`src/rtl/eff_tremolo_v2.sv`:
```
// eff_tremolo_v2: 3-stage LFO tremolo (triangle/square/saw, optional sine).
// Define EFF_TREMOLO_SINE_EN to build the quarter-wave sine ROM for wave_sel_i=2.
module eff_tremolo_v2 #(
  parameter int DATA_WIDTH  = 16,
  parameter int GAIN_WIDTH  = 8,
  parameter int PHASE_WIDTH = 24,
  parameter int RATE_WIDTH  = 16
) (
  input  logic                         clk,
  input  logic                         rst,
  input  logic                         en,
  input  logic [RATE_WIDTH-1:0]        rate_i,
  input  logic [GAIN_WIDTH-1:0]        depth_i,
  input  logic [1:0]                   wave_sel_i,
  input  logic signed [DATA_WIDTH-1:0] data_i,
  input  logic                         vld_i,
  output logic signed [DATA_WIDTH-1:0] data_o,
  output logic                         vld_o
);

  localparam int L  = GAIN_WIDTH;
  localparam int P  = PHASE_WIDTH;
  localparam int DW = DATA_WIDTH;
  localparam logic [L:0] UNITY = {1'b1, {L{1'b0}}};

  logic [P-1:0] ph;
  logic [L:0]   t;
  logic         m;
  logic [L-1:0] f;
  logic [L-1:0] u;

  assign t = ph[P-1:P-L-1];
  assign m = t[L];
  assign f = t[L-1:0];

`ifdef EFF_TREMOLO_SINE_EN
  localparam int N = 2 ** (L - 1);

  function automatic logic [L-1:0] rom_val(input int k);
    real x, s, term;
    x = 3.14159265358979 * k / (2.0 * N);
    s = x;
    term = x;
    for (int i = 1; i < 10; i++) begin
      term = -term * x * x / ((2.0 * i) * (2.0 * i + 1.0));
      s = s + term;
    end
    return L'($rtoi(((2.0 ** L) - 1.0) * (0.5 + 0.5 * s) + 0.5));
  endfunction

  logic [L-1:0] rom [N];
  logic [1:0]   q;
  logic [L-2:0] k;
  logic [L-2:0] kr;
  logic [L-1:0] sine_u;

  for (genvar gk = 0; gk < N; gk++) begin : g_rom
    assign rom[gk] = rom_val(gk);
  end

  assign q  = t[L:L-1];
  assign k  = t[L-2:0];
  assign kr = ~k + (L-1)'(1);

  // Negative half mirrors the positive half: 2^L-1-x is ~x.
  always_comb begin
    sine_u = rom[k];
    case (q)
      2'd1: sine_u = (k == '0) ? '1 : rom[kr];
      2'd2: sine_u = (k == '0) ? rom[0] : ~rom[k];
      2'd3: sine_u = (k == '0) ? '0 : ~rom[kr];
      default: ;
    endcase
  end
`endif

  always_comb begin
    u = m ? ~f : f;
    case (wave_sel_i)
      2'd1: u = m ? '0 : '1;
      2'd3: u = ~f;
`ifdef EFF_TREMOLO_SINE_EN
      2'd2: u = sine_u;
`endif
      default: ;
    endcase
  end

  always_ff @(posedge clk) begin
    if (rst)          ph <= '0;
    else if (!en)     ph <= '0;
    else if (vld_i)   ph <= ph + P'(rate_i);
  end

  logic signed [DW-1:0] d1, d2;
  logic                 v1, v2, en1;
  logic [L-1:0]         u1, dep1;
  logic [L:0]           g2;

  always_ff @(posedge clk) begin
    if (rst) begin
      d1   <= '0;
      v1   <= 1'b0;
      u1   <= '0;
      dep1 <= '0;
      en1  <= 1'b0;
    end else begin
      d1   <= data_i;
      v1   <= vld_i;
      u1   <= u;
      dep1 <= depth_i;
      en1  <= en;
    end
  end

  logic [L:0]   inv;
  logic [2*L:0] dprod;
  logic [L:0]   g_c;

  assign inv   = UNITY - {1'b0, u1};
  assign dprod = (2*L+1)'(dep1) * (2*L+1)'(inv);
  assign g_c   = en1 ? UNITY - dprod[2*L:L] : UNITY;

  always_ff @(posedge clk) begin
    if (rst) begin
      d2 <= '0;
      v2 <= 1'b0;
      g2 <= '0;
    end else begin
      d2 <= d1;
      v2 <= v1;
      g2 <= g_c;
    end
  end

  logic signed [DW+L+1:0] prod;
  logic                   unused_bits;

  assign prod = $signed({{(L+2){d2[DW-1]}}, d2})
              * $signed({{(DW+1){1'b0}}, g2});
  assign unused_bits = ^{prod[DW+L+1:DW+L], prod[L-1:0], dprod[L-1:0]};

  // Slicing above bit L is the floor arithmetic shift by L.
  always_ff @(posedge clk) begin
    if (rst) begin
      data_o <= '0;
      vld_o  <= 1'b0;
    end else begin
      data_o <= prod[DW+L-1:L];
      vld_o  <= v2;
    end
  end

endmodule

```
`config.mk`:
```
export PLATFORM = sky130hd
export DESIGN_NAME = eff_tremolo_v2
export DESIGN_NICKNAME = d
export VERILOG_FILES = /design/src/rtl/eff_tremolo_v2.sv
export SDC_FILE = /design/constraint.sdc
export NUM_CORES = 1
export LEC_CHECK = 0
export CORE_MARGIN = 2
export CORE_UTILIZATION = 55
export CTS_CLUSTER_SIZE = 20
export DETAILED_ROUTE_END_ITERATION = 10
export GPL_TIMING_DRIVEN = 0
export PLACE_DENSITY = 0.77
export SYNTH_ARGS = -nofsm -noshare
export SYNTH_HDL_FRONTEND = slang
export SYNTH_SLANG_ARGS = --single-unit
```
`constraint.sdc`:
```
create_clock -name clk -period 5.75 [get_ports clk]
set_input_delay 1.15 -clock clk [delete_from_list [all_inputs] [get_ports clk]]
set_output_delay 1.15 -clock clk [all_outputs]
set_load 0.03 [all_outputs]
```
==> reports/summary.txt <==
Top-count cell post-synth: inv_1
Fmax: 176 MHz
Ys async rst share: 0%
WL per Instance: 15.0 µm
Max-cap check violation count: 0
Pin count of the biggest net entering global routing: 21
Die span in x: 145 µm
Crit. End Element: register
Fillers: 1592
Pwr per Cell Area: 216 mW/mm²
Setup TNS: 0 ns
DR vias: 8273
Synth cell count leaders: 186 x inv_1, 156 x fa_1, 143 x and2_1, 102 x ha_1, 101 x dfxtp_1
Die area: 0.0211 mm²
Max_slew headroom: 47.7%
Placeable Area: 0.0195 mm²
GR Overflow Total: 0
Die H: 145 µm
RSZ-0062 raised after global routing: yes
Yosys cell types: 61
Clock-pin slew on the worst setup and hold paths: 0.08 ns
Worst R2R Start: u1[0]
Met2 Track Usage GR: 40.8%
Number of synthesized flops with an enable pin: 0
Routability cong.: 0.862
Syn avg cell area: 9.22 µm²
Mapped Cells: 1191
Seq/Total Area, Yosys: 18.4%
Least-Margin Pin Slew: 0.784 ns
Setup crit end: g2[8]
DR iter-0 viols: 409
N_diodes: 0
Leak: 6.27 nW
Worst Hold Path Cells: 1
Final period utilization: 98.8%
# hold bufs at CTS: 0
CP Max Fanout: 7
PortBufs: 61
Via density: 5.30
Critical R2R Capture: g2[8]
Worst hold-check path type: reg2reg
Crit start category: register
CTS sink cnt: 101
Clk Latency, worst-skew pair: 0.37 ns
Final hold viol count: 0
Row cnt: 51
Worst clock skew: 0.0156 ns
Met3 usage: 3.77%
Root Driver: clkbuf_16
WP data arrival: 5.97 ns
Io pins: 63
TritonRoute pass-1 iters: 5
CTS tree: done
H-tree levels: 3
Area delta synth->final: 17.4%
Syn Nets: 1495
Tot GR Track Use: 23.0%
Starting Density: 56.2%
Worst setup margin: 0.0665 ns
Peak VDD IR: 0.000159 V
Nets: 1594
R2R Setup Slk: 0.07 ns
Synth Warn #: 0
Critical path class: reg2reg
Synth Register Bits: 101
Final wirelength: 23500 µm
Cell taking the most area after synthesis: fa_1
Worst Setup SP: u1[0]
Vias in the first global route: 8608
Met1 Use GR: 28.8%
DRC errors left: 0
Outcome: complete, no violations
CTS Buf Count: 9
Final min period: 5.68 ns
Clock Path Buffers: 2
Largest cells by area after synthesis: fa_1 28%, dfxtp_1 18%, ha_1 12%, and2_1 8.1%, inv_1 6.4%
R2R depth: 22
Req. time, crit path: 6.04 ns
Most Crowded Layer GR: met2
Mapped Area: 0.0110 mm²
HPWL Detailed: 18100 µm
Post-Place Setup Slack: -0.582 ns
Layout cells sized above 1: 11.4%
Initial antenna violation count: 0
Top-area cell type share of the netlist area: 28.4%
First-pass GRT wire length: 39900 µm
Layout Utilization: 66.0%
Max Slew Vio Count: 0
Finish-stage setup viols: 0
Top FF cell, synth: dfxtp_1
Final ANT Viol Nets: 0
## cell families after synthesis
| logic type | Yosys count | synth area share, % |
|---|---|---|
| flops | 101 | 18.4 |
| compound gates | 132 | 8.25 |
| fa+ha+maj | 258 | 40.1 |
| simple gates | 423 | 20.7 |
| mux | 12 | 1.11 |
| buf+inv | 215 | 7.36 |
| xor+xnor | 50 | 4.06 |
## worst min path at each step
stage	from	to	slack, ns
global route	d1[9]	d2[9]	0.45
CTS	d1[0]	d2[0]	0.44
detailed placement	d1[5]	d2[5]	0.42
finish	d1[6]	d2[6]	0.44
global placement	d1[0]	d2[0]	0.42
floorplan	d1[0]	d2[0]	0.41
## layer usage
| layer | wire (µm) | up-vias |
|---|---|---|
| li1 | - | 3986 |
| met1 | 10100 | 4062 |
| met2 | 11900 | 184 |
| met3 | 1010 | 41 |
| met4 | 478 | 0 |
| met5 | 0 | - |
## flip-flops by register name, summed over array words and instances (netlist names)
register  cells
g2            9
ph           24
d1           16
u1            8
v2            1
data_o       16
en1           1
d2           16
vld_o         1
v1            1
dep1          8
## repair_timing
item / in CTS / in global routing
gates resized for setup: 57 / 66
pin swaps: 12 / 31
endpoints found under the hold margin: 0 / 0
setup buffers: 10 / 18
gates cloned: 0 / 1
endpoints found under the setup margin: 11 / 11
## cell type report
type / instances / area (µm²) / area share (%)
buffer: 27 / 148 / 1.15
clock buffer: 9 / 225 / 1.75
clock inverter: 7 / 77.6 / 0.602
inverter: 186 / 698 / 5.42
multi-input combinational: 875 / 8520 / 66.1
sequential: 101 / 2060 / 16.0
tap: 265 / 332 / 2.57
timing repair buffer: 90 / 826 / 6.41
## power by group
group          total, mW  switching (mW)  internal, mW  leakage [nW]
Combinational       1.35           0.721         0.626          5.28
Sequential         0.815          0.0609         0.755         0.839
Clock              0.616           0.308         0.308         0.144
## stage by stage
stage	cell area, µm²	hold slack (ns)	std cells	power (mW)
floorplan	11000	0.414	1191	1.62
global placement	11900	0.421	1517	1.86
detailed placement	11900	0.424	1517	1.90
CTS	12500	0.439	1542	2.63
global route	12900	0.450	1560	2.99
finish	12900	0.435	1560	2.78
## cells in the final DEF (no fill, tap or decap), types with 7 or more instances in the layout
| master | synthesis | final |
|---|---|---|
| dfxtp_2 | 0 | 7 |
| mux2i_1 | 11 | 11 |
| o21ai_0 | 21 | 20 |
| inv_1 | 186 | 180 |
| a21oi_1 | 40 | 37 |
| xnor2_1 | 35 | 30 |
| clkbuf_16 | 0 | 9 |
| nor2b_1 | 48 | 48 |
| dfxtp_4 | 0 | 9 |
| nand2_1 | 93 | 92 |
| o311a_1 | 8 | 8 |
| and2_1 | 143 | 138 |
| nand4_1 | 9 | 9 |
| ha_4 | 0 | 8 |
| buf_4 | 0 | 28 |
| ha_1 | 102 | 93 |
| clkdlybuf4s50_1 | 0 | 61 |
| fa_1 | 156 | 152 |
| dfxtp_1 | 101 | 85 |
| nand3_1 | 13 | 13 |
| clkbuf_1 | 25 | 17 |
| nor2_1 | 53 | 51 |
| xor2_1 | 14 | 11 |
| a21o_1 | 14 | 13 |
| nor3_1 | 24 | 21 |
## worst max-delay path: stages, from the launching register on
cell and delay (ns):
dfxtp_4 0.35, inv_2 0.07, ha_4 0.14, nand2_2 0.06
or3_4 0.37, buf_4 0.16, nor3_4 0.28, and2_4 0.20
fa_1 0.40, fa_1 0.49, fa_1 0.51, inv_1 0.05
fa_1 0.41, inv_1 0.10, ha_4 0.23, a211oi_2 0.28
nand2_1 0.13, a211o_1 0.34, a21oi_4 0.22, xnor2_2 0.10
a31o_2 0.24, a311o_1 0.28, nor3_1 0.17
Power figures use the tool's default switching activity.
